<file path="config.mk">
export PLATFORM = sky130hd
export DESIGN_NAME = watchdog_timer_unit
export DESIGN_NICKNAME = d
export VERILOG_FILES = /design/src/rtl/watchdog_timer_unit.sv
export SDC_FILE = /design/constraint.sdc
export NUM_CORES = 1
export LEC_CHECK = 0
export BUFFER_PORTS_ARGS = -buffer_cell sky130_fd_sc_hd__buf_4
export CELL_PAD_IN_SITES_DETAIL_PLACEMENT = 2
export CELL_PAD_IN_SITES_GLOBAL_PLACEMENT = 2
export CORE_ASPECT_RATIO = 0.8
export CORE_MARGIN = 2
export CORE_UTILIZATION = 30
export DETAILED_ROUTE_END_ITERATION = 16
export PLACE_DENSITY = 0.74
export SLEW_MARGIN = 20
export SYNTH_ARGS = -nofsm -noshare
export SYNTH_HDL_FRONTEND = slang
export SYNTH_SLANG_ARGS = --single-unit
</file>
<file path="constraint.sdc">
create_clock -name clk -period 2 [get_ports clk]
set_input_delay 0.2 -clock clk [delete_from_list [all_inputs] [get_ports clk]]
set_output_delay 0.2 -clock clk [all_outputs]
set_load 0.1 [all_outputs]
</file>
<file path="src/rtl/watchdog_timer_unit.sv">
// Cycle-counting watchdog with warning, sticky trip flag and one-shot pulse.
// Define WDT_WINDOW_EN to trip on heartbeats that arrive too early.
module watchdog_timer_unit #(
  parameter int unsigned COUNTER_WIDTH     = 32,
  parameter int unsigned TIMEOUT_CYCLES    = 20,
  parameter int unsigned WARNING_CYCLES    = 15,
  parameter int unsigned WINDOW_MIN_CYCLES = 4
) (
  input  logic                     clk,
  input  logic                     rstn,
  input  logic                     enable,
  input  logic                     heartbeat,
  input  logic                     force_reset,
  output logic                     warning,
  output logic                     triggered,
  output logic                     trigger_pulse,
  output logic [COUNTER_WIDTH-1:0] count
);

  localparam logic [COUNTER_WIDTH-1:0] LAST =
    COUNTER_WIDTH'(TIMEOUT_CYCLES - 1);
  localparam logic [COUNTER_WIDTH-1:0] WARN_PREV =
    COUNTER_WIDTH'(WARNING_CYCLES - 1);
  localparam logic [COUNTER_WIDTH-1:0] WIN_MIN =
    COUNTER_WIDTH'(WINDOW_MIN_CYCLES);

`ifdef WDT_WINDOW_EN
  localparam bit WINDOW_ON = 1'b1;
`else
  localparam bit WINDOW_ON = 1'b0;
`endif

  logic early_kick;
  logic at_last;

  assign early_kick = WINDOW_ON && (count < WIN_MIN);
  assign at_last    = (count == LAST);

  always_ff @(posedge clk or negedge rstn) begin
    if (!rstn) begin
      count         <= '0;
      warning       <= 1'b0;
      triggered     <= 1'b0;
      trigger_pulse <= 1'b0;
    end else begin
      trigger_pulse <= 1'b0;
      if (force_reset) begin
        triggered     <= 1'b1;
        warning       <= 1'b0;
        trigger_pulse <= !triggered;
      end else if (!enable) begin
        count     <= '0;
        warning   <= 1'b0;
        triggered <= 1'b0;
      end else if (triggered) begin
        count <= count;
      end else if (heartbeat && early_kick) begin
        triggered     <= 1'b1;
        trigger_pulse <= 1'b1;
        warning       <= 1'b0;
      end else if (heartbeat) begin
        count   <= '0;
        warning <= 1'b0;
      end else if (at_last) begin
        triggered     <= 1'b1;
        trigger_pulse <= 1'b1;
        warning       <= 1'b0;
      end else begin
        // count < LAST here, so count+1 >= WARNING is count >= WARNING-1
        count <= count + 1'b1;
        if (count >= WARN_PREV)
          warning <= 1'b1;
      end
    end
  end

endmodule

</file>
==> results of run 1 <==
==> cells in the mapped netlist (all sizes together) (5+ instances only) <==
master / count
a21oi: 14
buf: 8
dfrtp: 35
inv: 5
nand2: 20
nand2b: 5
nand3: 11
nand4: 18
nor2: 19
nor3: 5
nor4: 9
o21ai: 25
o31ai: 14
or4: 5
xor2: 6
==> flip-flops by register name, summed over array words and instances, names as in the netlist <==
signal,count
triggered,1
warning,1
trigger_pulse,1
count,32
==> power groups by stage <==
stage / sequential (mW) / combinational (mW) / clock, mW
global route: 0.731 / 0.227 / 0.597
finish: 0.729 / 0.212 / 0.555
global placement: 0.744 / 0.198 / 0
detailed placement: 0.745 / 0.202 / 0
floorplan: 0.805 / 0.0578 / 0
CTS: 0.729 / 0.204 / 0.567
==> critical path: stages (launching register included) <==
cell	delay, ps
dfrtp_4	410
buf_4	150
nand4_1	200
nor4_4	260
nand2_1	190
or4_1	530
a21oi_1	140
==> cells in the final DEF, fill, tap and decap left out, drive strengths merged, types with 2 or more instances in the layout <==
cell,instances
buf,76
xor2,6
nor2,19
and3,2
o21ai,25
nor3,5
ha,2
nand3,11
dfrtp,35
inv,5
nor4,9
nand4,18
or3,4
clkbuf,6
nand2b,5
o31ai,14
a31oi,4
nand2,20
or4,5
a21oi,14
o211ai,2
==> worst paths after layout <==
| path | startpoint | to | slack (ps) | cells past startpoint |
|---|---|---|---|---|
| worst min register to register | count[15] | count[15] | 590 | 1 |
| max in group asynchronous | rstn | count[1] | 1190 | 2 |
| worst max-delay path | count[17] | count[29] | 50 | 6 |
| worst max register to register | count[17] | count[29] | 50 | 6 |
| min in group asynchronous | rstn | count[18] | 400 | 2 |
| worst min-delay path | force_reset | trigger_pulse | 180 | 2 |
==> metrics by stage <==
stage | hold WS, ps | utilization [%] | worst slack, ps
floorplan | -95.59 | - | -43.05
global placement | 196.4 | 41.51 | 61.75
detailed placement | 201.0 | 41.51 | 2.288
CTS | 179.6 | 42.95 | -21.86
global route | 180.6 | 43.95 | -58.56
finish | 184.0 | 43.95 | 45.96
==> layer usage <==
| metal | GRT usage (%) | share of wire (%) |
|---|---|---|
| met1 | 30.41 | 49 |
| met2 | 32.71 | 47 |
| met3 | 3.384 | 3.5 |
| met4 | 4.648 | 0.37 |
| met5 | 0 | 0 |
==> layout make-up <==
class / instances / area share (%)
Clock inverter: 1 / 0.1677
Multi-Input combinational cell: 176 / 39.92
Tap cell: 87 / 3.648
Timing Repair Buffer: 77 / 20.13
Clock buffer: 6 / 2.767
Inverter: 5 / 0.6289
Sequential cell: 35 / 32.75
==> repair_timing <==
item / CTS / global route
setup endpoints to repair: 4 / 17
resized for setup: 0 / 9
buffers inserted: 0 / 4
pin swaps: 1 / 4
hold endpoints to repair: 35 / 0
hold buffers: 1 / 0
gates cloned: 0 / 0
==> cells by family after synthesis <==
kind of cell,share of synthesized area [%]
adder cells (fa/ha/maj),1.207
XOR/XNOR,2.957
AO/OA/AOI/OAI,19.07
buffers and inverters,5.009
AND/OR/NAND/NOR,29.51
flip-flops,42.25
==> impl_summary.txt, run 1 <==
----------------------------------------------------
[Outcome]
  Status ... finished, final reports clean

[Pwr]
  Net switching fraction of the power ... 29.73%
  Portion of total power attributed to the clock network ... 37.1%
  Power after layout ... 1.496 mW
  Areal power density over the cells ... 501.5 nW/um^2
  Static power due to leakage ... 1.222 nW
  Combinational group share of total power ... 14.2%
  Switching power summed over all nets ... 444.8 uW
  Cell internal power dissipation ... 1.052 mW
  Largest vdd supply drop ... 0.2044 mV
  Part of the power in registers ... 48.7%

[Floorplanning]
  Die Width ... 96.95 um
  Die area ... 7596 sq um
  Placeable core area ... 6790 sq um
  Effective utilization at floorplan ... 30.53%
  Top Ports ... 40
  Number of core rows ... 27
  DIE HEIGHT ... 78.36 um

[Worst setup path]
  Worst endpoint required time ... 2220 ps
  Worst Path Max Fanout ... 6
  Start-to-end type of the worst setup path ... flip-flop to flip-flop
  Kind of start point of the critical path ... flip-flop
  Endpoint class of the critical path ... flip-flop
  Arrival @ worst endpoint ... 2180 ps

[STA]
  Worst setup skew after layout ... 8.708 ps
  Relative max-transition margin ... 66.06%
  Final worst path period need ... 1954 ps
  Setup-violating endpoint count in the final report ... 0
  Count of final max-slew check failures ... 0
  Pin slew with the least headroom to its limit ... 509.1 ps
  F_max ... 511.8 MHz
  Period Utilization, post-route ... 97.70%
  Final sum of negative setup slack ... 0 ps
  Final hold violation count ... 0
  Setup repair after global routing missed its margin ... yes

[Finish]
  Number of fillers in the final layout ... 748
  Multi-input logic area ... 1191 sq um
  Proportion of layout cells with a drive suffix above 1 ... 47.33%
  Final std cells w/o fill ... 387
  Nets ... 307
  N_diodes ... 0
  Total non-filler cell area in the finished layout ... 2984 sq um
  Signed area change from the synthesized netlist to the final layout ... 43.93%
  Area taken by flip-flops and latches ... 977.2 sq um

[GRT]
  All-layer global routing usage ... 20.88%
  Global-route wire length before repair ... 12.48 mm
  Initial antenna violation count ... 0
  Largest net degree at the start of global routing ... 36
  Grt ovf ... 0
  Via count of the first global-routing pass ... 2224

[Yosys]
  Post-synth EDFFs ... 0
  Number of distinct library cell variants in the gate-level netlist after synthesis ... 43
  Post-synth top area cell ... dfrtp_1
  Cells after synthesis ... 227
  Post-Synthesis Mean Instance Area ... 9.133 sq um
  Yosys warnings ... 0
  Total standard cell area after synthesis ... 2073 sq um
  Top flip-flop cell by instance count after synthesis ... dfrtp_1
  Proportion of register bits with asynchronous set or reset after synthesis ... 100.0%
  Register area share after synthesis ... 42.25%
  Register bit count reported by yosys ... 35
  Share of Yosys cell area claimed by the top area cell type ... 42.25%
  Area contributors post-synth ... dfrtp_1 42%, o31ai_1 4.7%, nand4_1 4.5%
  Net count of the mapped netlist ... 234

[Place]
  Placed instance count ... 375
  HPWL after detailed placement ... 5.488 mm
  Placed instance area ... 2819 sq um
  Total of buffers placed on input and output ports ... 39
  Final weighted congestion in routability-driven placement ... 0.8105

[Clock tree]
  Maximum buffer depth of the clock tree ... 2
  TritonCTS clock tree ... done
  Clock transition at the register clock pins on the worst setup and hold paths after CTS ... 80 ps
  Clock insertion delay at the later pin of the skew report ... 300 ps
  Number of buffers created by CTS ... 5
  Max H-tree Level ... 2
  Number of clock sinks ... 35
  Buffer type at the clock tree root ... clkbuf_8

[Min path]
  Min-Delay Path Class ... input port to flip-flop

[Run]
  Maximum capacitance violations ... 0

[Detailed routing]
  Total via count after detailed routing ... 2140
  Post-route DRC violation count ... 0
  Overall routed net length ... 7.829 mm
  DRC violation total after the first TritonRoute iteration ... 60
  Antenna Nets Post-Route ... 0
  Iteration count of the initial detailed-routing pass ... 4
  Average routed wire per standard cell ... 20.23 um
  Per-cell via count in the routed design ... 5.530

----------------------------------------------------
Power figures use the tool's default switching activity.
==> run 2: changes to the inputs <==
--- a/config.mk
+++ b/config.mk
@@ -8,7 +8,6 @@
 export BUFFER_PORTS_ARGS = -buffer_cell sky130_fd_sc_hd__buf_4
 export CELL_PAD_IN_SITES_DETAIL_PLACEMENT = 2
 export CELL_PAD_IN_SITES_GLOBAL_PLACEMENT = 2
-export CORE_ASPECT_RATIO = 0.8
 export CORE_MARGIN = 2
 export CORE_UTILIZATION = 30
 export DETAILED_ROUTE_END_ITERATION = 16
==> run 2 against run 1 <==
The run now ends with negative setup slack left; global-route usage is 1.9 points higher; count of clock-buffer cells in the layout is 1 higher; non-clock buffer count is 14 higher; largest power group unchanged.
==> impl_summary.txt, run 2 (synthesis results as in run 1) <==
----------------------------------------------------
[Min path]
  Min-Delay Path Class ... input port to flip-flop
  Hold-critical path depth ... 2 (unchanged)
  Terminating pin of the worst hold path ... trigger_pulse
  Hold wc startpoint ... force_reset

[Worst setup path]
  Launching point of the worst reg2reg path ... count[17]
  Slowest Stage Delay on Critical Path ... 490 ps (-40 ps)
  Worst Path Max Fanout ... 8 (+2)
  Kind of start point of the critical path ... flip-flop
  Worst endpoint required time ... 2170 ps (-50 ps)
  Destination of the worst register-to-register timing path ... count[25]
  Arrival @ worst endpoint ... 2220 ps (+40 ps)
  List of cells traversed by the critical path ... nor4_1, buf_4, nand4_1, o31ai_4, or2_4, buf_12, o31ai_1
  Number of cells on the worst reg-to-reg path ... 7 (+1)
  Endpoint class of the critical path ... flip-flop
  Buffers & Inverters on Critical Path ... 2 (+1)
  Max stage delay cell, worst path ... dfrtp_4
  Top Family by Delay on Critical Path ... simple AND/OR/NAND/NOR gates
  Reg2Reg Setup Slack ... -50 ps (-100 ps)
  Crit path launch ... count[17]
  Start-to-end type of the worst setup path ... flip-flop to flip-flop

[Outcome]
  Status ... complete, but fails checks
  Failing checks ... negative setup slack

[Detailed routing]
  Per-cell via count in the routed design ... 5.727 (+3.6%)
  Post-route DRC violation count ... 0 (unchanged)
  Antenna Nets Post-Route ... 0 (unchanged)
  Total via count after detailed routing ... 2262 (+5.7%)
  Average routed wire per standard cell ... 22.59 um (+12%)
  Overall routed net length ... 8.924 mm (+14%)
  Iteration count of the initial detailed-routing pass ... 4 (unchanged)
  DRC violation total after the first TritonRoute iteration ... 119 (+98%)

[STA]
  Setup-violating endpoint count in the final report ... 10 (+10)
  Count of final max-slew check failures ... 0 (unchanged)
  Setup repair after global routing missed its margin ... yes
  Worst setup skew after layout ... 11.05 ps (+2.345 ps)
  Worst setup slack after layout ... -50.20 ps (-96.16 ps)
  Final sum of negative setup slack ... -217.7 ps (-217.7 ps)
  Final worst path period need ... 2050 ps (+96.16 ps)
  Post-route worst hold slack ... 179.7 ps (-4.382 ps)
  Relative max-transition margin ... 67.35% (+1.3 points)
  Final hold violation count ... 0 (unchanged)
  F_max ... 487.8 MHz (-4.7%)
  Period Utilization, post-route ... 102.5% (+4.8 points)
  Pin slew with the least headroom to its limit ... 489.7 ps (-19.37 ps)

[Clock tree]
  Number of buffers created by CTS ... 5 (unchanged)
  Clock insertion delay at the later pin of the skew report ... 290 ps (about the same)
  Max H-tree Level ... 2 (unchanged)
  Buffer type at the clock tree root ... clkbuf_8
  Number of clock sinks ... 35 (unchanged)
  Clock transition at the register clock pins on the worst setup and hold paths after CTS ... 80 ps (about the same)
  TritonCTS clock tree ... done
  Maximum buffer depth of the clock tree ... 2 (unchanged)

[Floorplanning]
  Effective utilization at floorplan ... 30.69% (+0.15 points)
  Placeable core area ... 6756 sq um (-0.50%)
  Die Width ... 87.13 um (-10%)
  DIE HEIGHT ... 87.13 um (+11%)
  Top Ports ... 40 (unchanged)
  Die area ... 7592 sq um (about the same)
  Number of core rows ... 30 (+11%)

[Pwr]
  Areal power density over the cells ... 468.7 nW/um^2 (-6.5%)
  Static power due to leakage ... 1.329 nW (+8.8%)
  Largest vdd supply drop ... 0.2934 mV (+44%)

[Finish]
  Utilization after layout ... 46.67% (+2.7 points)
  Leading cell type in the layout, fill and taps excluded ... buf_4
  Number of flip-flops under the largest register name ... 32 (unchanged)
  Total non-filler cell area in the finished layout ... 3153 sq um (+5.7%)
  Most frequent cells in the layout ... 83 x buf_4, 24 x dfrtp_4, 19 x nor2_1
  Number of fillers in the final layout ... 716 (-4.3%)
  Nets ... 321 (+4.6%)
  Register ranked first by flip-flop count ... count
  Proportion of layout cells with a drive suffix above 1 ... 52.38% (+5.0 points)
  N_diodes ... 0 (unchanged)
  Signed area change from the synthesized netlist to the final layout ... 52.08%

[Run]
  Maximum capacitance violations ... 0 (unchanged)

[Place]
  HPWL after detailed placement ... 5.821 mm (+6.1%)
  Placed instance area ... 2870 sq um (+1.8%)
  Final weighted congestion in routability-driven placement ... 0.8000 (-1.3%)
  Total of buffers placed on input and output ports ... 39 (unchanged)
  Worst setup slack after placement ... -76.82 ps (-79.11 ps)

[GRT]
  Via count of the first global-routing pass ... 2325 (+4.5%)
  Largest net degree at the start of global routing ... 36 (unchanged)
  Global-route wire length before repair ... 13.00 mm (+4.1%)
  Grt ovf ... 0 (unchanged)
  All-layer global routing usage ... 22.75% (+1.9 points)
  Initial antenna violation count ... 0 (unchanged)

----------------------------------------------------
## run 2: worst max-delay path by stage
stage,endpoint,cells after the start,slack (ps)
after floorplan,count[25],8,-40
after global placement,count[27],7,30
after detailed placement,count[29],6,-80
after CTS,count[29],6,-5
after global routing,count[25],7,-90
final,count[25],7,-50
## run 2: per-layer routing
metal | track usage (%) | vias up | share of wire [%]
met5 | 0 | - | 0
met4 | 6.294 | 0 | 2.1
met3 | 4.455 | 14 | 3.7
met2 | 37.34 | 67 | 51
met1 | 30.59 | 1160 | 44
li1 | - | 1021 | -
## run 2: worst register-to-register path: stages, from the launching register on
cell and delay (ps):
dfrtp_4 490, nor4_1 260, buf_4 180, nand4_1 200, o31ai_4 370, or2_4 210
buf_12 130, o31ai_1 90
## run 2: area by class of cell
| cell class | count | area, sq um | area share (%) |
|---|---|---|---|
| Sequential cell | 35 | 977.2 | 30.99 |
| Timing Repair Buffer | 91 | 720.7 | 22.86 |
| Clock buffer | 7 | 76.32 | 2.421 |
| Multi-Input combinational cell | 176 | 1255 | 39.80 |
| Clock inverter | 1 | 5.005 | 0.1587 |
| Inverter | 5 | 18.77 | 0.5952 |
| Tap cell | 80 | 100.1 | 3.175 |
## run 2: repair_timing
| action | CTS | global route |
|---|---|---|
| hold buffers | 1 | 0 |
| pin swaps | 1 | 13 |
| hold endpoints to repair | 35 | 0 |
| gates resized for setup | 7 | 20 |
| endpoints found under the setup margin | 15 | 15 |
| buffers inserted | 1 | 9 |
| gates cloned | 0 | 1 |
## run 2: report_power, final
| group | switching, mW | internal, mW | total, mW |
|---|---|---|---|
| logic | 0.158 | 0.0633 | 0.222 |
| registers | 0.0111 | 0.718 | 0.729 |
| clock network | 0.282 | 0.245 | 0.528 |
## run 2: per-stage QoR
| step | cells | total power [mW] |
|---|---|---|
| after floorplan | 227 | 0.8627 |
| after global placement | 376 | 0.9445 |
| after detailed placement | 376 | 0.9490 |
| after CTS | 386 | 1.480 |
| after global routing | 395 | 1.538 |
| final | 395 | 1.478 |
==> run 3: changes to the inputs <==
--- a/config.mk
+++ b/config.mk
@@ -5,13 +5,14 @@
 export SDC_FILE = /design/constraint.sdc
 export NUM_CORES = 1
 export LEC_CHECK = 0
+export ABC_AREA = 1
 export BUFFER_PORTS_ARGS = -buffer_cell sky130_fd_sc_hd__buf_4
 export CELL_PAD_IN_SITES_DETAIL_PLACEMENT = 2
 export CELL_PAD_IN_SITES_GLOBAL_PLACEMENT = 2
 export CORE_MARGIN = 2
-export CORE_UTILIZATION = 30
+export CORE_UTILIZATION = 28
 export DETAILED_ROUTE_END_ITERATION = 16
-export PLACE_DENSITY = 0.74
+export PLACE_DENSITY = 0.76
 export SLEW_MARGIN = 20
 export SYNTH_ARGS = -nofsm -noshare
 export SYNTH_HDL_FRONTEND = slang
==> run 3 against run 2 <==
The flow now finishes without violations; area after synthesis is 33% higher; critical path depth grew 2; clock skew fell by 4.7 ps; global-route usage down 1.3 points; power increased by 3.8%; largest power group unchanged; maximum frequency up 9.5%; count of clock-buffer cells in the layout grew 1; synthesized cell count up 93%.
==> impl_summary.txt, run 3 <==
----------------------------------------------------
[Detailed routing]
  Overall routed net length ... 10.83 mm (+21%)
  Iteration count of the initial detailed-routing pass ... 4 (unchanged)
  Per-cell via count in the routed design ... 4.923 (-14%)
  DRC violation total after the first TritonRoute iteration ... 85 (-29%)
  Average routed wire per standard cell ... 17.32 um (-23%)
  Total via count after detailed routing ... 3077 (+36%)
  Antenna Nets Post-Route ... 0 (unchanged)
  Post-route DRC violation count ... 0 (unchanged)

[GRT]
  Global-route wire length before repair ... 17.39 mm (+34%)
  Grt ovf ... 0 (unchanged)
  Initial antenna violation count ... 0 (unchanged)
  All-layer global routing usage ... 21.46% (-1.3 points)
  Largest net degree at the start of global routing ... 41 (+14%)
  Via count of the first global-routing pass ... 3362 (+45%)

[Floorplanning]
  Top Ports ... 40 (unchanged)
  Number of core rows ... 36 (+20%)
  Die area ... 10680 sq um (+41%)
  Die Width ... 103.4 um (+19%)
  Placeable core area ... 9684 sq um (+43%)
  Effective utilization at floorplan ... 28.54% (-2.1 points)
  DIE HEIGHT ... 103.4 um (+19%)

[STA]
  Relative max-transition margin ... 65.88% (-1.5 points)
  Worst setup slack after layout ... 128.3 ps (+178.4 ps)
  F_max ... 534.3 MHz (+9.5%)
  Final hold violation count ... 0 (unchanged)
  Setup-violating endpoint count in the final report ... 0 (-10)
  Setup repair after global routing missed its margin ... no
  Worst setup skew after layout ... 6.381 ps (-4.672 ps)
  Pin slew with the least headroom to its limit ... 510.6 ps (+20.86 ps)
  Period Utilization, post-route ... 93.59% (-8.9 points)
  Final sum of negative setup slack ... 0 ps (+217.7 ps)
  Count of final max-slew check failures ... 0 (unchanged)
  Final worst path period need ... 1872 ps (-178.4 ps)

[Yosys]
  Area contributors post-synth ... dfrtp_1 32%, nand2_1 22%, nor2_1 12%
  Commonest cells post-synth ... 163 x nand2_1, 87 x nor2_1, 35 x dfrtp_1
  Top flip-flop cell by instance count after synthesis ... dfrtp_1
  Yosys warnings ... 0 (unchanged)
  Post-Synthesis Mean Instance Area ... 6.310 sq um (-31%)
  Synth Area in Adders ... 0.9054% (-0.30 points)
  Post-synth top area cell ... dfrtp_1
  Number of distinct library cell variants in the gate-level netlist after synthesis ... 29 (-33%)
  Xor and xnor fraction of the mapped netlist area ... 1.268% (-1.7 points)
  Fraction of the mapped netlist area in compound gates ... 5.206% (-14 points)
  Proportion of register bits with asynchronous set or reset after synthesis ... 100.0% (unchanged)
  Share of Yosys cell area claimed by the top area cell type ... 31.69% (-11 points)
  Fraction of synthesized area in multiplexers ... 0% (unchanged)
  Simple-gate area share of the yosys netlist ... 52.11% (+23 points)
  Total standard cell area after synthesis ... 2764 sq um (+33%)
  Cells after synthesis ... 438 (+93%)
  Post-synth EDFFs ... 0 (unchanged)
  Register bit count reported by yosys ... 35 (unchanged)
  Cell with the most instances after synthesis ... nand2_1
  Net count of the mapped netlist ... 445 (+90%)
  Register area share after synthesis ... 31.69% (-11 points)
  Combinational family with the most area after synthesis ... simple AND/OR/NAND/NOR gates

[Min path]
  Min-Delay Path Class ... input port to flip-flop

[Clock tree]
  Number of clock sinks ... 35 (unchanged)
  TritonCTS clock tree ... done
  Number of buffers created by CTS ... 5 (unchanged)
  Max H-tree Level ... 2 (unchanged)
  Clock transition at the register clock pins on the worst setup and hold paths after CTS ... 80 ps (about the same)
  Clock insertion delay at the later pin of the skew report ... 300 ps (about the same)
  Maximum buffer depth of the clock tree ... 2 (unchanged)
  Buffer type at the clock tree root ... clkbuf_8

[Place]
  Final weighted congestion in routability-driven placement ... 0.8931 (+12%)
  Total of buffers placed on input and output ports ... 39 (unchanged)
  Worst setup slack after placement ... -98.61 ps (-21.79 ps)
  HPWL after detailed placement ... 7.875 mm (+35%)

[Finish]
  Number of flip-flops under the largest register name ... 32 (unchanged)
  Most frequent cells in the layout ... 162 x nand2_1, 85 x nor2_1, 55 x buf_4
  Leading cell type in the layout, fill and taps excluded ... nand2_1
  Register ranked first by flip-flop count ... count
  Proportion of layout cells with a drive suffix above 1 ... 25.81% (-27 points)
  Signed area change from the synthesized netlist to the final layout ... 24.45%
  Nets ... 498 (+55%)
  N_diodes ... 0 (unchanged)

[Worst setup path]
  Kind of start point of the critical path ... flip-flop
  Start-to-end type of the worst setup path ... flip-flop to flip-flop
  Endpoint class of the critical path ... flip-flop
  Arrival @ worst endpoint ... 2110 ps (-110 ps)
  Worst Path Max Fanout ... 20 (+12)
  Worst endpoint required time ... 2240 ps (+70 ps)

[Pwr]
  Static power due to leakage ... 1.550 nW (+17%)
  Largest vdd supply drop ... 0.2177 mV (-26%)
  Areal power density over the cells ... 445.9 nW/um^2 (-4.9%)

[Outcome]
  Status ... finished, final reports clean

[Run]
  Maximum capacitance violations ... 0 (unchanged)

----------------------------------------------------
==> run 3: final cells by class <==
class	count	area (sq um)
Fill cell	1219	6245
Clock buffer	8	100.1
Multi-Input combinational cell	359	1710
Sequential cell	35	895.9
Tap cell	133	166.4
Inverter	33	123.9
Timing Repair Buffer	57	442.9
==> run 3: routing by layer <==
metal  wire (um)  GRT usage [%]
met1        4701          26.86
met2        5404          37.97
met3         465          2.823
met4         257          7.186
met5           0              0
==> run 3: timing repair <==
item	CTS	global route
hold endpoints to repair	35	0
pin swaps	2	2
gates cloned	1	1
gates resized for setup	1	9
setup buffers	0	1
setup endpoints to repair	22	30
hold buffers	1	0
==> run 3: through the flow <==
step / utilization, % / cells / instance area (sq um) / hold slack (ps) / power, mW
after global routing: 35.52 / 625 / 3440 / 222.5 / 1.608
final: 35.52 / 625 / 3440 / 192.8 / 1.534
after global placement: 33.48 / 613 / 3242 / 192.9 / 0.9163
after detailed placement: 33.48 / 613 / 3242 / 204.6 / 0.9227
after CTS: 34.78 / 623 / 3368 / 165.2 / 1.546
after floorplan: - / 438 / 2783 / -95.59 / 0.8792
==> run 3: worst paths after layout <==
kind,slack [ps],from,endpoint,depth (start not counted)
max in group asynchronous,1230,rstn,count[11],2
max reg2reg,130,count[30],count[2],9
min,190,force_reset,warning,4
min in group asynchronous,400,rstn,count[3],2
min reg2reg,480,triggered,trigger_pulse,1
max,130,count[30],count[2],9
==> run 3: logic make-up after synthesis <==
kind of cell / after synthesis
flip-flops: 35
AND/OR/NAND/NOR: 333
AO/OA/AOI/OAI: 18
XOR/XNOR: 4
buffers and inverters: 46
adder cells (fa/ha/maj): 2
==> run 3: worst max-delay path, cell delays in order, from the launching register on <==
cell and delay (ps):
dfrtp_2 450, nor2_1 150, nand2_1 90, nor2_1 180, nand2_2 130, nor2_4 260
nand2_4 160, nand2_8 220, nand2_1 80, nand2_1 70
==> run 3: where the power goes <==
| group | total [mW] | internal, mW | switching [mW] |
|---|---|---|---|
| Clock | 0.604 | 0.315 | 0.289 |
| Combinational | 0.204 | 0.0425 | 0.161 |
| Sequential | 0.726 | 0.716 | 0.0100 |
| Total | 1.53 | 1.07 | 0.460 |
